File: src/rtl/counter_req_arbiter.sv
// Round-robin arbiter that shares one multi-counter among NREQ requesters.
// After reset or init_req it runs a CLEAR sweep, and it routes READ results back to the requester that asked.
module counter_req_arbiter #(
    parameter int NREQ    = 4,
    parameter int ID_W    = 8,
    parameter int DATA_W  = 8,
    parameter int NUM_IDS = 256
) (
    input  logic                   clk,
    input  logic                   rst,
    input  logic                   init_req,
    output logic                   init_done,
    input  logic [NREQ-1:0]        req_valid,
    output logic [NREQ-1:0]        req_ready,
    input  logic [3*NREQ-1:0]      req_cmd,
    input  logic [ID_W*NREQ-1:0]   req_id,
    input  logic [DATA_W*NREQ-1:0] req_data,
    output logic                   ctr_valid,
    output logic [2:0]             ctr_cmd,
    output logic [ID_W-1:0]        ctr_id,
    output logic [DATA_W-1:0]      ctr_data,
    input  logic                   ctr_out_valid,
    input  logic [ID_W-1:0]        ctr_out_id,
    input  logic [DATA_W-1:0]      ctr_out_data,
    output logic [NREQ-1:0]        rsp_valid,
    output logic [ID_W-1:0]        rsp_id,
    output logic [DATA_W-1:0]      rsp_data
);

    localparam int IDX_W = $clog2(NREQ);
    localparam int SWP_W = $clog2(NUM_IDS) + 1;
    localparam logic [SWP_W-1:0] LAST_ID = SWP_W'(NUM_IDS - 1);
    localparam logic [2:0] CMD_LOAD  = 3'd0;
    localparam logic [2:0] CMD_CLEAR = 3'd1;
    localparam logic [2:0] CMD_READ  = 3'd4;

    typedef enum logic {ST_INIT, ST_RUN} state_t;

    state_t            state, state_next;
    logic [SWP_W-1:0]  sweep_cnt, sweep_next;
    logic [IDX_W-1:0]  rr_ptr;
    logic [IDX_W-1:0]  grant_idx;
    logic [IDX_W-1:0]  cand_idx;
    logic              grant_any;
    int                cand;
    logic [2:0]        sel_cmd;
    logic [ID_W-1:0]   sel_id;
    logic [DATA_W-1:0] sel_data;
    logic              s1_read, s2_read;
    logic [IDX_W-1:0]  s1_idx, s2_idx;

    always_ff @(posedge clk) begin
        if (rst) begin
            state     <= ST_INIT;
            sweep_cnt <= '0;
        end else begin
            state     <= state_next;
            sweep_cnt <= sweep_next;
        end
    end

    // init_req wins over sweep progress so a request mid-sweep restarts at id 0
    always_comb begin
        state_next = state;
        sweep_next = sweep_cnt;
        case (state)
            ST_INIT: begin
                if (init_req) begin
                    sweep_next = '0;
                end else begin
                    sweep_next = sweep_cnt + 1'b1;
                    if (sweep_cnt == LAST_ID) begin
                        state_next = ST_RUN;
                    end
                end
            end
            ST_RUN: begin
                if (init_req) begin
                    state_next = ST_INIT;
                    sweep_next = '0;
                end
            end
            default: state_next = ST_INIT;
        endcase
    end

    // Search starts one past the last winner so every requester gets a turn
    always_comb begin
        grant_any = 1'b0;
        grant_idx = '0;
        cand      = 0;
        cand_idx  = '0;
        if (state == ST_RUN) begin
            for (int k = 1; k <= NREQ; k++) begin
                cand     = (int'(rr_ptr) + k) % NREQ;
                cand_idx = IDX_W'(cand);
                if (!grant_any && req_valid[cand_idx]) begin
                    grant_any = 1'b1;
                    grant_idx = cand_idx;
                end
            end
        end
    end

    assign req_ready = grant_any ? (NREQ'(1) << grant_idx) : '0;
    assign sel_cmd   = req_cmd[3*int'(grant_idx) +: 3];
    assign sel_id    = req_id[ID_W*int'(grant_idx) +: ID_W];
    assign sel_data  = req_data[DATA_W*int'(grant_idx) +: DATA_W];

    always_ff @(posedge clk) begin
        if (rst) begin
            ctr_valid <= 1'b0;
            ctr_cmd   <= CMD_LOAD;
            ctr_id    <= '0;
            ctr_data  <= '0;
            init_done <= 1'b0;
            rr_ptr    <= IDX_W'(NREQ - 1);
            s1_read   <= 1'b0;
            s1_idx    <= '0;
            s2_read   <= 1'b0;
            s2_idx    <= '0;
        end else begin
            // Idle cycles must park cmd on LOAD; the counter answers any READ cmd even when valid is low
            ctr_valid <= 1'b0;
            ctr_cmd   <= CMD_LOAD;
            init_done <= (state_next == ST_RUN);
            if (state == ST_INIT && !init_req) begin
                ctr_valid <= 1'b1;
                ctr_cmd   <= CMD_CLEAR;
                ctr_id    <= ID_W'(sweep_cnt);
                ctr_data  <= '0;
            end else if (grant_any) begin
                ctr_valid <= 1'b1;
                ctr_cmd   <= sel_cmd;
                ctr_id    <= sel_id;
                ctr_data  <= sel_data;
                rr_ptr    <= grant_idx;
            end
            s1_read <= grant_any && (sel_cmd == CMD_READ);
            s1_idx  <= grant_idx;
            s2_read <= s1_read;
            s2_idx  <= s1_idx;
        end
    end

    assign rsp_valid = (ctr_out_valid && s2_read) ? (NREQ'(1) << s2_idx) : '0;
    assign rsp_id    = ctr_out_id;
    assign rsp_data  = ctr_out_data;

endmodule

File: config.mk
export PLATFORM = sky130hd
export DESIGN_NAME = counter_req_arbiter
export DESIGN_NICKNAME = d
export VERILOG_FILES = /design/src/rtl/counter_req_arbiter.sv
export SDC_FILE = /design/constraint.sdc
export NUM_CORES = 1
export LEC_CHECK = 0
export ABC_AREA = 1
export BUFFER_PORTS_ARGS = -buffer_cell sky130_fd_sc_hd__buf_2
export CORE_UTILIZATION = 41
export DETAILED_ROUTE_END_ITERATION = 8
export PLACE_DENSITY = 0.78
export SETUP_SLACK_MARGIN = 0.2
export SYNTH_ARGS = -nofsm -noshare
export SYNTH_HDL_FRONTEND = slang
export SYNTH_SLANG_ARGS = --single-unit
export TNS_END_PERCENT = 1
File: constraint.sdc
create_clock -name clk -period 1.9 [get_ports clk]
set_clock_uncertainty 0.05 [all_clocks]
set_input_delay 0.285 -clock clk [delete_from_list [all_inputs] [get_ports clk]]
set_output_delay 0.285 -clock clk [all_outputs]
set_load 0.02 [all_outputs]
---- Word level (Yosys, flattened, before mapping) ----
Cells that the tools add are included.
operators by class
  equality and inequality tests ........... 3
  mux-type cells .......................... 36
  shift operators ......................... 5
  reduce and logical (&&, ||, !) cells .... 14
  multiply operators ...................... 1
  add/subtract/negate cells ............... 5
  bitwise gates (word level) .............. 3
  order comparisons ....................... 4
operators with widths
  cell                 count
  $shiftx 32x6->8      2
  $mux 1               19
  $mux 9               2
  $pmux 9 s2           1
  $mux 8               2
  $lt 2x3->1 const B   4
  $shiftx 12x5->3      1
  $mux 2               5
  $add 9x1->9 const B  1
  $eq 9x8->1 const B   1
  $bmux 1 s2           4
  $mux 4               2
  $shl 1x2->4 const A  2
  $logic_and 1x1->1    6
  $add 2x1->2 const B  2
  $add 2x2->2 const B  2
  $logic_not 1->1      4
  $mul 2x2->4 const A  1
  $eq 3x3->1 const B   1
  $not 1->1            3
  $reduce_or 3->1      1
  $ne 2x2->1 const B   1
  $pmux 1 s2           1
  $reduce_and 2->1     1
  2 further kinds      2
storage, ports and cells
  bits in registers ....................... 38
  word-level logic and storage cells ...... 83
  output and inout bits ................... 45
  input port bits ......................... 100

---- Logic depth before layout (Yosys ltp) ----
  depth in word-level cells ............... 21
  depth in mapped cells ................... 19
  depth with buffers taken out ............ 17

---- Worst setup path after synthesis ----
Ideal clock, no wire load.
  path type ............................... reg2out
  start point ............................. register rr_ptr[0]
  end point ............................... output req_ready[0]
  path buffers ............................ 2
  path slack .............................. -0.077 ns
  data arrival time ....................... 1.642 ns
  required time ........................... 1.565 ns
  stages on the path, launching flop included .. 16
  cells stage by stage .................... dfxtp_1 -> buf_6 -> inv_6 -> nand2_1 -> nand2_1 -> nand2_1 -> o21ai_1 -> o21ai_1 -> nand2_1 -> nand2_2 -> nand2_2 -> nor2_4 -> buf_4 -> nor2_8 -> nand2_1 -> inv_1
on the way
  word-level cells in the longest chain between the ends .. 19
  elaborated cells between the ends (all ways) .. 33
  classes of those cells .................. add/sub: 4; shift: 1; mux: 22; reduce/logical: 6
ends and longest elaborated chain
  what                          RTL line  source
  start, declared               41        logic [IDX_W-1:0] rr_ptr;
  start signal, assigned        117       rr_ptr <= IDX_W'(NREQ - 1);
  start signal, assigned        137       rr_ptr <= grant_idx;
  $add 2x1->2                   95        cand = (int'(rr_ptr) + k) % NREQ;
  $bmux 1 s2                    97        if (!grant_any && req_valid[cand_idx]) begin
  $mux 1 (not written as such)  97
  $mux 1                        97
  $mux 1                        93        if (state == ST_RUN) begin
  $logic_not 1->1               97
  $logic_and 1x1->1             97
  $mux 1                        97
  [... 3 more ...]              n/a
  $mux 1                        97
  $mux 1                        93
  $logic_not 1->1               97
  $logic_and 1x1->1             97
  $mux 2                        97
  $mux 2                        93
  $shl 1x2->4                   105       assign req_ready = grant_any ? (NREQ'(1) << grant_idx) : '0;
  $mux 4 *                      105
  end, declared                 14        output logic [NREQ-1:0] req_ready,
Every way passes the cells marked *; elsewhere a longest branch is shown, timed or not. The select of a mux whose other input is x is not followed.

---- Final worst setup path ----
Ends and elaborated chain as after synthesis.

==> flow_metrics.tcl <==
set metrics [dict create \
    outcome "finished with violations" \
    violations "negative setup slack" \
    postCtsHoldBufs 0 \
    drt_wl_total_mm 7.82 \
    design_area_um2 3670 \
    h-tree-depth 2 \
    synth-simple-area-share_pct 46.6 \
    synth_compound_area_share_pct 9.62 \
    clk_path_buf_depth 2 \
    yosysWarnings 0 \
    cp-start-kind "register" \
    syn_area_per_cell_um2 6.35 \
    ys_ff_latch 38 \
    async_flop_share_pct 0 \
    fp.dieH_um 81.7 \
    leakage_uw 0.00180 \
    maxSlewViolCount 0 \
    final.setup.tns_ps -6040 \
    rows 28 \
    dp.cells 594 \
    antennaDiodeCount 0 \
    drtIter0Drc 129 \
    cp_max_fo 8 \
    synth_area_leaders "dfxtp_1 (29%), nand2_1 (22%), nand3_1 (7.5%), buf_4 (5.5%), nor2_1 (5.2%)" \
    yosys.area.top_type "dfxtp_1" \
    numCtsBuffers 5 \
    drv_cap 0 \
    drive_above_1_share_pct 40.7 \
    syn-num-nets 512 \
    vias 3040 \
    crit_arrival_ps 1970 \
    clk_latency_ps 290 \
    hold_violations 0 \
    instances_no_fill 611 \
    io_buffers 112 \
    cts_root_buf "clkbuf_8" \
    grt_pass1_wl_mm 12.1 \
    cts_tree "done" \
    firstDrtPassIters 4 \
    cts.clk_slew.worst_paths_ps 90 \
    setup_viol 24 \
    yosys.area.top_type_share_pct 29.2 \
    yosysUniqueCellTypes 34 \
    final_antenna_net_count 0 \
    tightestPinTransition_ps 653 \
    nets 637 \
    place.gp.congestion 0.822 \
    grt_setup_unrepaired "yes" \
    area_growth_pct 41.1 \
    synthFlopType "dfxtp_1" \
    place_area_um2 3290 \
    via_per_inst 4.98 \
    syn_inst 410 \
    critPathKind "register to output pin" \
    place_hpwl_mm 5.73 \
    required_ps 1560 \
    dieArea_um2 6670 \
    period_share_pct 122 \
    die_width_um 81.7 \
    timing.slew.headroom_pct 56.3 \
    ios 145 \
    hold_class "input port to register" \
    end_kind "output pin" \
    wl_per_cell_um 12.8 \
    drc_errors 0 \
    vdd_drop_max_mv 0.375 \
    setup_ws_ps -409 \
    cts.sinks 38 \
    p_per_area_nw_per_um2 515 \
    ys_seq_area_share_pct 29.2 \
    fin_crit_ps 2310 \
    dpl_worst_slack_ps -221 \
    grt_util_all_layers_pct 23.8 \
    synth-xor-area-share_pct 0 \
    syn_area_um2 2600 \
    core_area_um2 6030 \
    grt_pass1_vias 2748 \
    synth_mux_area_share_pct 0 \
    initial_utilization_pct 43.2 \
    max_freq_ghz 0.433 \
    synth_fa_ha_area_share_pct 0.962 \
    synth_top_family_by_area "simple AND/OR/NAND/NOR gates" \
    antenna_found_initial 0 \
    synth_edf_count 0 \
    grt_start_max_net_pins 21 \
    grt_overflow 0 \
]
-- sequential cells by signal (all words and copies together), names as in the netlist --
register,cells
ctr_data,8
rr_ptr,2
init_done,1
s2_idx,2
s2_read,1
ctr_valid,1
sweep_cnt,9
ctr_id,8
s1_idx,2
ctr_cmd,3
s1_read,1
-- metrics by stage --
| step | hold WS [ps] | total power, µW | utilization (%) |
|---|---|---|---|
| floorplan | 338 | 990 | - |
| global placement | 340 | 1060 | 54.7 |
| detailed placement | 346 | 1060 | 54.7 |
| CTS | 237 | 1900 | 59.3 |
| global route | 258 | 1970 | 60.9 |
| finish | 245 | 1890 | 60.9 |
-- area by class of cell --
cell class,instances,area (µm²)
multi-input cells,309,1630
clock inverters,3,68.8
flip-flops and latches,38,768
inverters,32,135
repair buffers,149,910
well taps,75,93.8
fillers,564,2350
clock buffers,5,68.8
-- kinds of logic after synthesis --
logic type                 Yosys count
AOI/OAI and AO/OA                   44
adders and majority gates            2
buffers and inverters               63
DFF                                 38
and+or+nand+nor                    263
-- worst paths after layout --
| kind | start | endpoint | slack (ps) | cells after the start |
|---|---|---|---|---|
| setup reg to reg | rr_ptr[0] | ctr_data[5] | -260 | 15 |
| hold reg to reg | s1_idx[1] | s2_idx[1] | 360 | 2 |
| hold / removal | req_data[6] | ctr_data[6] | 240 | 5 |
| setup / recovery | rr_ptr[0] | req_ready[0] | -410 | 12 |
-- synthesized netlist by cell type, types with 2 or more instances --
library cell	n
nand2_2	10
dfxtp_1	38
inv_2	4
nand2_8	2
nand3_4	2
a21oi_1	17
ha_1	2
buf_4	19
or2_2	2
o211ai_1	2
o21ai_0	16
o21ai_1	3
inv_1	26
buf_2	4
nand3_1	39
buf_6	4
inv_6	2
nor2_4	4
nor3_1	7
nand2_1	152
clkbuf_1	4
nor2_2	3
nor4_1	2
nor2_1	36
-- metal layers --
layer,vias up,GRT usage [%],wire (µm)
met4,0,10.7,130
met3,16,4.89,537
met2,140,41.8,3770
met1,1347,27.9,3380
met5,-,0,0
li1,1537,-,-
-- report_power, final --
group | switching (µW) | internal [µW] | leakage (µW)
sequential | 4.04 | 801 | 0.000307
clock | 312 | 527 | 0.0000683
combinational | 136 | 112 | 0.00142
total | 453 | 1440 | 0.00180
-- worst max-delay path, stage by stage, from the launching register on --
cell     delay (ps)
dfxtp_4         420
nand2_1         120
nand2_4         130
nand2_4          80
nand2_4         100
nand2_2          80
nand2_2          70
nand2_2          80
a21oi_4         310
nor2_8           70
nand2_2          80
inv_2            30
buf_6           120
-- cell usage in the layout, fill, tap and decap left out --
cell type	synthesis	layout
nor3_2	1	1
nor2_4	4	6
nor4_1	2	2
nand3_4	2	3
buf_12	0	3
inv_2	4	5
o21ai_0	16	16
nor2_2	3	1
a21oi_1	17	14
o21ai_2	0	2
o21ai_1	3	1
bufinv_16	0	2
clkinv_4	0	1
o22ai_1	1	1
o211ai_1	2	2
clkbuf_8	0	5
inv_1	26	25
nand2_1	152	135
o311ai_0	1	1
nor3_1	7	7
dfxtp_1	38	36
ha_1	2	2
nand2_4	1	12
buf_2	4	109
nor2_1	36	36
o21a_1	1	1
nor2_8	1	1
inv_8	0	2
dfxtp_4	0	2
a21oi_2	1	4
nand3_2	1	1
buf_6	4	7
or2_2	2	2
nand2_2	10	16
buf_4	19	30
nand3_1	39	38
nand2_8	2	2
a21oi_4	1	1
a211oi_1	1	1
-- timing repair --
action,CTS,global route
pin swaps,18,12
endpoints found under the setup margin,30,30
setup buffers,5,4
resized for setup,33,16
gates cloned,0,0
(Power assumes the default switching activity.)
